[config.mk]
export PLATFORM = sky130hd
export DESIGN_NAME = fetch_stage_flat
export DESIGN_NICKNAME = d
export VERILOG_FILES = /design/src/rtl/fetch_stage_pkg.sv /design/src/rtl/fetch_stage_if.sv /design/src/rtl/fetch_stage_cla.sv /design/src/rtl/fetch_stage.sv /design/src/flat_wrapper.sv
export SDC_FILE = /design/constraint.sdc
export NUM_CORES = 1
export LEC_CHECK = 0
export CAP_MARGIN = 15
export CELL_PAD_IN_SITES_DETAIL_PLACEMENT = 1
export CELL_PAD_IN_SITES_GLOBAL_PLACEMENT = 2
export CORE_ASPECT_RATIO = 0.75
export CORE_MARGIN = 5
export CORE_UTILIZATION = 32
export CTS_CLUSTER_DIAMETER = 100
export DETAILED_ROUTE_END_ITERATION = 8
export GPL_ROUTABILITY_DRIVEN = 0
export MAX_ROUTING_LAYER = met4
export PLACE_DENSITY = 0.78
export SKIP_CTS_REPAIR_TIMING = 1
export SLEW_MARGIN = 40
export SYNTH_ARGS = -nofsm -noshare
export SYNTH_HDL_FRONTEND = slang
export SYNTH_SLANG_ARGS = --single-unit
[constraint.sdc]
create_clock -name clk -period 3.1 [get_ports clk]
set_clock_uncertainty 0.15 [all_clocks]
set_input_delay 0.465 -clock clk [delete_from_list [all_inputs] [get_ports clk]]
set_output_delay 0.465 -clock clk [all_outputs]
set_load 0.02 [all_outputs]
[src/rtl/fetch_stage_pkg.sv]
// fetch_stage_pkg: shared constants, state encoding and opcode helper for the fetch stage
package fetch_stage_pkg;
    localparam int INSTR_W = 16;
    localparam logic [15:0] RESET_PC = 16'h0000;
    localparam logic [3:0] HALT_OPC = 4'hF;
    typedef enum logic [1:0] {FETCH, DRAIN, HOLD, HALT} state_t;
    function automatic logic is_halt(input logic [INSTR_W-1:0] instr, input logic [3:0] opc);
        return instr[INSTR_W-1 -: 4] == opc;
    endfunction
endpackage

[src/rtl/fetch_stage_if.sv]
// fetch_stage_if: instruction-memory request/acknowledge bus
interface fetch_stage_if;
    import fetch_stage_pkg::*;
    logic req;
    logic [15:0] addr;
    logic ack;
    logic [INSTR_W-1:0] rdata;
    modport master(output req, addr, input ack, rdata);
    modport slave(input req, addr, output ack, rdata);
endinterface

[src/rtl/fetch_stage_cla.sv]
// fetch_stage_cla: 16-bit carry-lookahead adder/subtractor built from 4-bit lookahead groups
module fetch_stage_cla (
    input  logic [15:0] a,
    input  logic [15:0] b,
    input  logic        sub,
    output logic [15:0] sum
);
    logic [15:0] bx, g, p, c;
    assign bx = b ^ {16{sub}};
    assign g = a & bx;
    assign p = a ^ bx;
    assign c[0] = sub;
    for (genvar k = 0; k < 4; k++) begin : grp
        localparam int B = 4 * k;
        assign c[B+1] = g[B] | (p[B] & c[B]);
        assign c[B+2] = g[B+1] | (p[B+1] & g[B]) | (p[B+1] & p[B] & c[B]);
        assign c[B+3] = g[B+2] | (p[B+2] & g[B+1]) | (p[B+2] & p[B+1] & g[B])
                      | (p[B+2] & p[B+1] & p[B] & c[B]);
        // the carry out of the top group would be the adder's cout, which nothing here needs
        if (k < 3) begin : nxt
            assign c[B+4] = g[B+3] | (p[B+3] & g[B+2]) | (p[B+3] & p[B+2] & g[B+1])
                          | (p[B+3] & p[B+2] & p[B+1] & g[B]) | ((&p[B+3:B]) & c[B]);
        end
    end
    assign sum = p ^ c;
endmodule

[src/rtl/fetch_stage.sv]
// fetch_stage: owns the PC, issues instruction fetches, loads IF/ID, handles redirect, stall and HALT
module fetch_stage #(
    parameter logic [15:0] RESET_PC = 16'h0000,
    parameter logic [3:0]  HALT_OPC = 4'hF
) (
    input  logic                clk,
    input  logic                rst,
    input  logic                stall_in,
    input  logic                branch_taken,
    input  logic [15:0]         branch_target,
    fetch_stage_if.master       mem,
    output logic                if_id_valid,
    output logic [15:0]         if_id_instr,
    output logic [15:0]         if_id_pc_plus_2,
    output logic                halted
);
    import fetch_stage_pkg::*;
    state_t state, state_n;
    logic [15:0] pc, pc_n, req_addr, ra_n, pc_inc;
    logic [INSTR_W-1:0] skid, skid_n, load_data;
    logic load;
    // pc equals req_addr whenever an instruction is delivered, so one incrementer serves both paths
    fetch_stage_cla u_inc (
        .a(pc),
        .b(16'd2),
        .sub(1'b0),
        .sum(pc_inc)
    );
    assign mem.req = ~rst & (state == FETCH | state == DRAIN);
    assign mem.addr = req_addr;
    assign halted = state == HALT;
    always_comb begin
        state_n = state;
        pc_n = pc;
        ra_n = req_addr;
        skid_n = skid;
        load = 1'b0;
        load_data = mem.rdata;
        case (state)
            FETCH: begin
                if (mem.ack & branch_taken) begin
                    pc_n = branch_target;
                    ra_n = branch_target;
                end else if (mem.ack & ~stall_in) begin
                    load = 1'b1;
                    pc_n = pc_inc;
                    ra_n = pc_inc;
                    state_n = is_halt(mem.rdata, HALT_OPC) ? HALT : FETCH;
                end else if (mem.ack) begin
                    skid_n = mem.rdata;
                    state_n = HOLD;
                end else if (branch_taken) begin
                    pc_n = branch_target;
                    state_n = DRAIN;
                end
            end
            DRAIN: begin
                pc_n = branch_taken ? branch_target : pc;
                if (mem.ack) begin
                    ra_n = pc_n;
                    state_n = FETCH;
                end
            end
            HOLD: begin
                if (branch_taken) begin
                    pc_n = branch_target;
                    ra_n = branch_target;
                    state_n = FETCH;
                end else if (~stall_in) begin
                    load = 1'b1;
                    load_data = skid;
                    pc_n = pc_inc;
                    ra_n = pc_inc;
                    state_n = is_halt(skid, HALT_OPC) ? HALT : FETCH;
                end
            end
            HALT: begin
                if (branch_taken) begin
                    pc_n = branch_target;
                    ra_n = branch_target;
                    state_n = FETCH;
                end
            end
            default: ;
        endcase
    end
    always_ff @(posedge clk or posedge rst) begin
        if (rst) begin
            state <= FETCH;
            pc <= RESET_PC;
            req_addr <= RESET_PC;
            skid <= '0;
            if_id_valid <= 1'b0;
            if_id_instr <= '0;
            if_id_pc_plus_2 <= '0;
        end else begin
            state <= state_n;
            pc <= pc_n;
            req_addr <= ra_n;
            skid <= skid_n;
            if (branch_taken | ~stall_in) if_id_valid <= ~branch_taken & load;
            if (load) begin
                if_id_instr <= load_data;
                if_id_pc_plus_2 <= pc_inc;
            end
        end
    end
endmodule

[src/flat_wrapper.sv]
// flat-port wrapper written by rule: the top's interface ports become plain ports
module fetch_stage_flat import fetch_stage_pkg::*;
#(
    parameter logic [15:0] RESET_PC = 16'h0000,
    parameter logic [3:0]  HALT_OPC = 4'hF
)
  (clk, rst, stall_in, branch_taken, branch_target, if_id_valid, if_id_instr, if_id_pc_plus_2, halted, mem_req, mem_addr, mem_ack, mem_rdata);
  fetch_stage_if mem_i ();
  input  logic clk;
  input  logic rst;
  input  logic stall_in;
  input  logic branch_taken;
  input  logic [15:0] branch_target;
  output logic if_id_valid;
  output logic [15:0] if_id_instr;
  output logic [15:0] if_id_pc_plus_2;
  output logic halted;
  output wire logic [$bits(mem_i.req)-1:0] mem_req;
  output wire logic [$bits(mem_i.addr)-1:0] mem_addr;
  input wire logic [$bits(mem_i.ack)-1:0] mem_ack;
  input wire logic [$bits(mem_i.rdata)-1:0] mem_rdata;
  assign mem_req = mem_i.req;
  assign mem_addr = mem_i.addr;
  assign mem_i.ack = mem_ack;
  assign mem_i.rdata = mem_rdata;
  fetch_stage #(.RESET_PC(RESET_PC), .HALT_OPC(HALT_OPC)) u_core (.clk(clk), .rst(rst), .stall_in(stall_in), .branch_taken(branch_taken), .branch_target(branch_target), .mem(mem_i), .if_id_valid(if_id_valid), .if_id_instr(if_id_instr), .if_id_pc_plus_2(if_id_pc_plus_2), .halted(halted));
endmodule
# After elaboration in Yosys (flattened, before gate mapping)
# Cells that the tools add are included.
# totals
wordCells,94
in_bits,37
reg_bits,83
# classes
reduce_logical,8
bitwise,36
n_eq_ne,12
muxes,31
# op_table
cell,n
two-way mux 16 bit,13
one-hot mux 16 bit (4 select lines),1
one-hot mux 16 bit (3 select lines),1
bitwise AND 1 bit,27
two-way mux 2 bit,10
AND reduction 4 bit,4
XOR 16 bit,1
"== test 4 bit, second input constant",2
"inequality test 4 bit, second input constant",2
one-hot mux 2 bit (4 select lines),1
"inequality test 2 bit, second input constant",3
"inequality test 3 bit, second input constant",2
NOT 1 bit,6
AND reduction 5 bit,1
"== test 2 bit, second input constant",2
two-way mux 1 bit,4
"== test 2 x 1 -> 1 bit, second input constant",1
logical NOT 2 bit,1
OR 1 bit,2
one-hot mux 1 bit (2 select lines),1
AND reduction 2 bit,1
OR reduction 2 bit,1

# Longest topological paths before layout
# depth
ltp_word,9
depth_mapped,8
mapped_depth_nobuf,7

# Hierarchy
# Synthesis repeated with hierarchy kept, for this count alone.
# hier_totals
hier_cells,579
hier_area_um2,5549.1
# by_module_without_submodules
module,area_per_inst_um2,instances,cells_each,seq_area_each_um2
fetch_stage,4723.3,1,478,2077.0
fetch_stage_cla,825.8,1,101,0.0

# Worst setup path after synthesis
# No wires, ideal clock.
# synth_path
path_kind,reg2reg
startpoint,register u_core.pc[1]
endpoint,register u_core.req_addr[5] (netlist: u_core.mem.addr[5])
required_time_ps,2832
setup_time_ps,118
stages_incl_launch_ff,9
period_less_slack_ps,1978
arrival_time_ps,1710
path_slack_ps,1122
cell_sequence,dfrtp_1 clkbuf_1 and3_1 ha_1 xnor2_1 nor3_1 a221oi_1 a211oi_1 a21o_1
# synth_via
elab_chain_cells,6
# synth_rtl
element,line_no,text
from (decl),fetch_stage.sv:19,"logic [15:0] pc, pc_n, req_addr, ra_n, pc_inc;"
from (signal assigned),fetch_stage.sv:98,pc <= pc_n;
bitwise AND 1 bit *,fetch_stage_cla.sv:21,assign c[B+4] = g[B+3] | (p[B+3] & g[B+2]) | (p[B+3] & p[B+2] & g[B+1])
bitwise AND 1 bit *,fetch_stage_cla.sv:15,assign c[B+1] = g[B] | (p[B] & c[B]);
XOR 16 bit *,fetch_stage_cla.sv:25,assign sum = p ^ c;
two-way mux 16 bit (on tied branches),"fetch_stage.sv:69, fetch_stage.sv:44",
two-way mux 16 bit (on tied branches),"fetch_stage.sv:65, fetch_stage.sv:41",
one-hot mux 16 bit (4 select lines) *,fetch_stage.sv:39,case (state)
to (signal assigned),fetch_stage.sv:99,req_addr <= ra_n;
to (decl),fetch_stage.sv:19,
# Every way passes the cells marked *; elsewhere a longest branch is shown, timed or not. The select of a mux whose other input is x is not followed.
# A chain may end at the register's enable or synchronous reset.

# Worst setup path in the final report
# layout_path
startpoint,register u_core.state[1]
endpoint,output halted
# layout_via
elab_chain_cells,1
# layout_rtl
element,line_no,text
from (decl),fetch_stage.sv:18,"state_t state, state_n;"
from (signal assigned),fetch_stage.sv:97,state <= state_n;
== test 2 bit,fetch_stage.sv:31,assign halted = state == HALT;
to (decl),flat_wrapper.sv:17,output logic halted;
# Every way passes these cells.

==> impl_results.md <==
- Top Ports: 88
- Grt ovf: 0
- Tmin final: 2.71 ns
- Via count: 4,607
- Setup CP Type: flip-flop to output port
- RSZ-0062 raised after global routing: false
- Required @ worst endpoint: 2.48 ns
- Number of I/O port buffers: 87
- Vias in the first global route: 4,891
- Pre-CTS setup slack: 0.359 ns
- # setup viols final: 0
- Worst setup margin: 0.387 ns
- Pre-antenna DRT Iters: 5
- Seq/Total Area, Yosys: 43.0%
- Core ar.: 14,600 um^2
- Die height: 116 um
- Most frequent cells in the layout: clkdlybuf4s50_1, dfrtp_1, nand2_1
- Clock latency at the later pin of the worst-skew pair: 0.35 ns
- Clk Tree Root Cell: clkbuf_16
- Rows: 38
- Diode count: 0
- Syn Nets: 560
- Flops & latches, synth: 83
- Hold WC Path Type: flip-flop to flip-flop
- EDFF count, synth: 0
- TritonCTS Buffers: 9
- Die W: 152 um
- Critical path capture point type: output port
- DRC viols: 0
- Worst-Margin Slew: 0.751 ns
- VDD IR-drop max: 0.000338 V
- Max Clk Rate: 0.369 GHz
- Initial DRC count: 440
- CTS tree: done
- Cell count after synthesis: 521
- Final ANT Viol Nets: 0
- Drt wl/cell: 21.8 um
- H-tree depth: 3
- Layout cell share with drive strength beyond 1: 14.1%
- Post-synth ARST share: 100%
- Final cell count without fillers: 812
- Slew Viols, Final: 0
- Average size of a mapped cell: 9.27 um^2
- Max-slew headroom: 49.4%
- Initial Utilization: 33.0%
- Post-Synthesis Cell Area: 4830 um^2
- Max-Cap Viols: 0
- CP Launch Type: flip-flop
- Synth warn: 0
- Cell Pwr Density: 751 nW/um^2
- Synthesis-to-layout area growth: 30.4%
- Unique masters post-synth: 64
- CTS sink cnt: 83
- Reg clk slew, reported paths: 0.07 ns
- Crit path DAT: 2.10 ns
- Most common cell after layout, fill and taps aside: clkdlybuf4s50_1
- Initial antenna violation count: 0
- CTS Buffer Depth: 2
- Post-Place Cells: 796
- Final count of hold timing violations: 0
- Primary FF master, synth: dfrtp_1
- Final setup TNS: 0 ns
- Layout Nets: 646
- Vias per Instance: 5.67
- CP max FO: 12
- Leak Pwr: 2.57 nW
- Final worst path period share: 87.5%
- Outcome: complete, no violations
- Largest net degree at the start of global routing: 59
- Detailed-route wire length: 17.7 mm
- GRT Util Overall: 20.6%
- Global-route wire length before repair: 27.8 mm
- Die ar.: 17,700 um^2
- Final HPWL DP: 12.8 mm
-- worst paths after layout --
path	slack [ns]	endpoint	from	depth (start not counted)
worst max-delay path	0.39	halted	u_core.state[1]	3
worst min-delay path	0.32	u_core.if_id_pc_plus_2[4]	u_core.if_id_pc_plus_2[4]	2
worst max register to register	0.63	u_core.mem.addr[12]	u_core.state[1]	5
worst min register to register	0.32	u_core.if_id_pc_plus_2[4]	u_core.if_id_pc_plus_2[4]	2
max in group asynchronous	1.77	u_core.if_id_pc_plus_2[0]	rst	3
min in group asynchronous	0.34	u_core.state[0]	rst	2
-- critical path, cell delays in order, from the launching register on --
cell and delay, ns:
dfrtp_1 0.58, inv_1 0.36, nor2_1 0.18, clkdlybuf4s50_1 0.63
-- synthesized netlist by cell type (9+ instances only) --
library cell	instances	share of area (%)
a21oi_1	41	4.2
buf_2	22	2.3
clkbuf_1	10	0.78
dfrtp_1	83	43
mux2_2	23	5.4
mux2i_1	19	3.9
nand2_1	60	4.7
nand2b_1	10	1.3
nand3_1	10	1.0
nor2_1	31	2.4
nor3_1	10	1.0
o21ai_0	48	5.0
o22ai_1	9	1.2
xnor2_1	10	1.8
-- cells by family (layout without fill, tap and decap cells) --
logic type / after synthesis / in the layout / share of synthesized area, %
muxes: 42 / 42 / 9.30
and+or+nand+nor: 167 / 167 / 18.3
DFF: 83 / 83 / 43.0
adders and majority gates: 2 / 2 / 0.518
buffers and inverters: 47 / 138 / 4.71
AOI/OAI and AO/OA: 168 / 168 / 22.1
xor gates and xnor gates: 12 / 12 / 2.18
-- flip-flops by register name (all words and copies together) (netlist names) --
| name | count |
|---|---|
| u_core.pc | 16 |
| u_core.state | 2 |
| u_core.if_id_instr | 16 |
| u_core.skid | 16 |
| u_core.if_id_valid | 1 |
| u_core.mem.addr | 16 |
| u_core.if_id_pc_plus_2 | 16 |
-- layer usage --
| metal | GRT usage [%] | up-vias | routed length (um) |
|---|---|---|---|
| li1 | - | 2083 | - |
| met1 | 27.3 | 2331 | 8190 |
| met2 | 32.5 | 165 | 8180 |
| met3 | 3.93 | 28 | 956 |
| met4 | 6.11 | 0 | 345 |
| met5 | - | - | 0 |
-- where the power goes --
part	switching [mW]	internal, mW	total [mW]
clock	0.501	0.712	1.21
combinational	0.970	0.832	1.80
sequential	0.293	1.42	1.72
-- per-stage QoR --
step                total power, mW  utilization [%]  instance area (um^2)  hold WS (ns)
finish                         4.73             43.0                  6300         0.322
global route                   4.98             43.0                  6300         0.356
detailed placement             3.54             40.8                  5980         0.316
floorplan                      2.66                -                  4830         0.294
CTS                            4.77             43.0                  6300         0.332
global placement               3.48             40.8                  5980         0.302
-- final cells by class --
class / instances / area [um^2]
fillers: 1709 / 8340
multi-input cells: 391 / 2530
flip-flops and latches: 83 / 2080
repair buffers: 115 / 1090
well taps: 200 / 250
clock buffers: 9 / 225
clock inverters: 7 / 100
inverters: 7 / 27.5
Note: power is estimated with default switching activity, not from simulation.
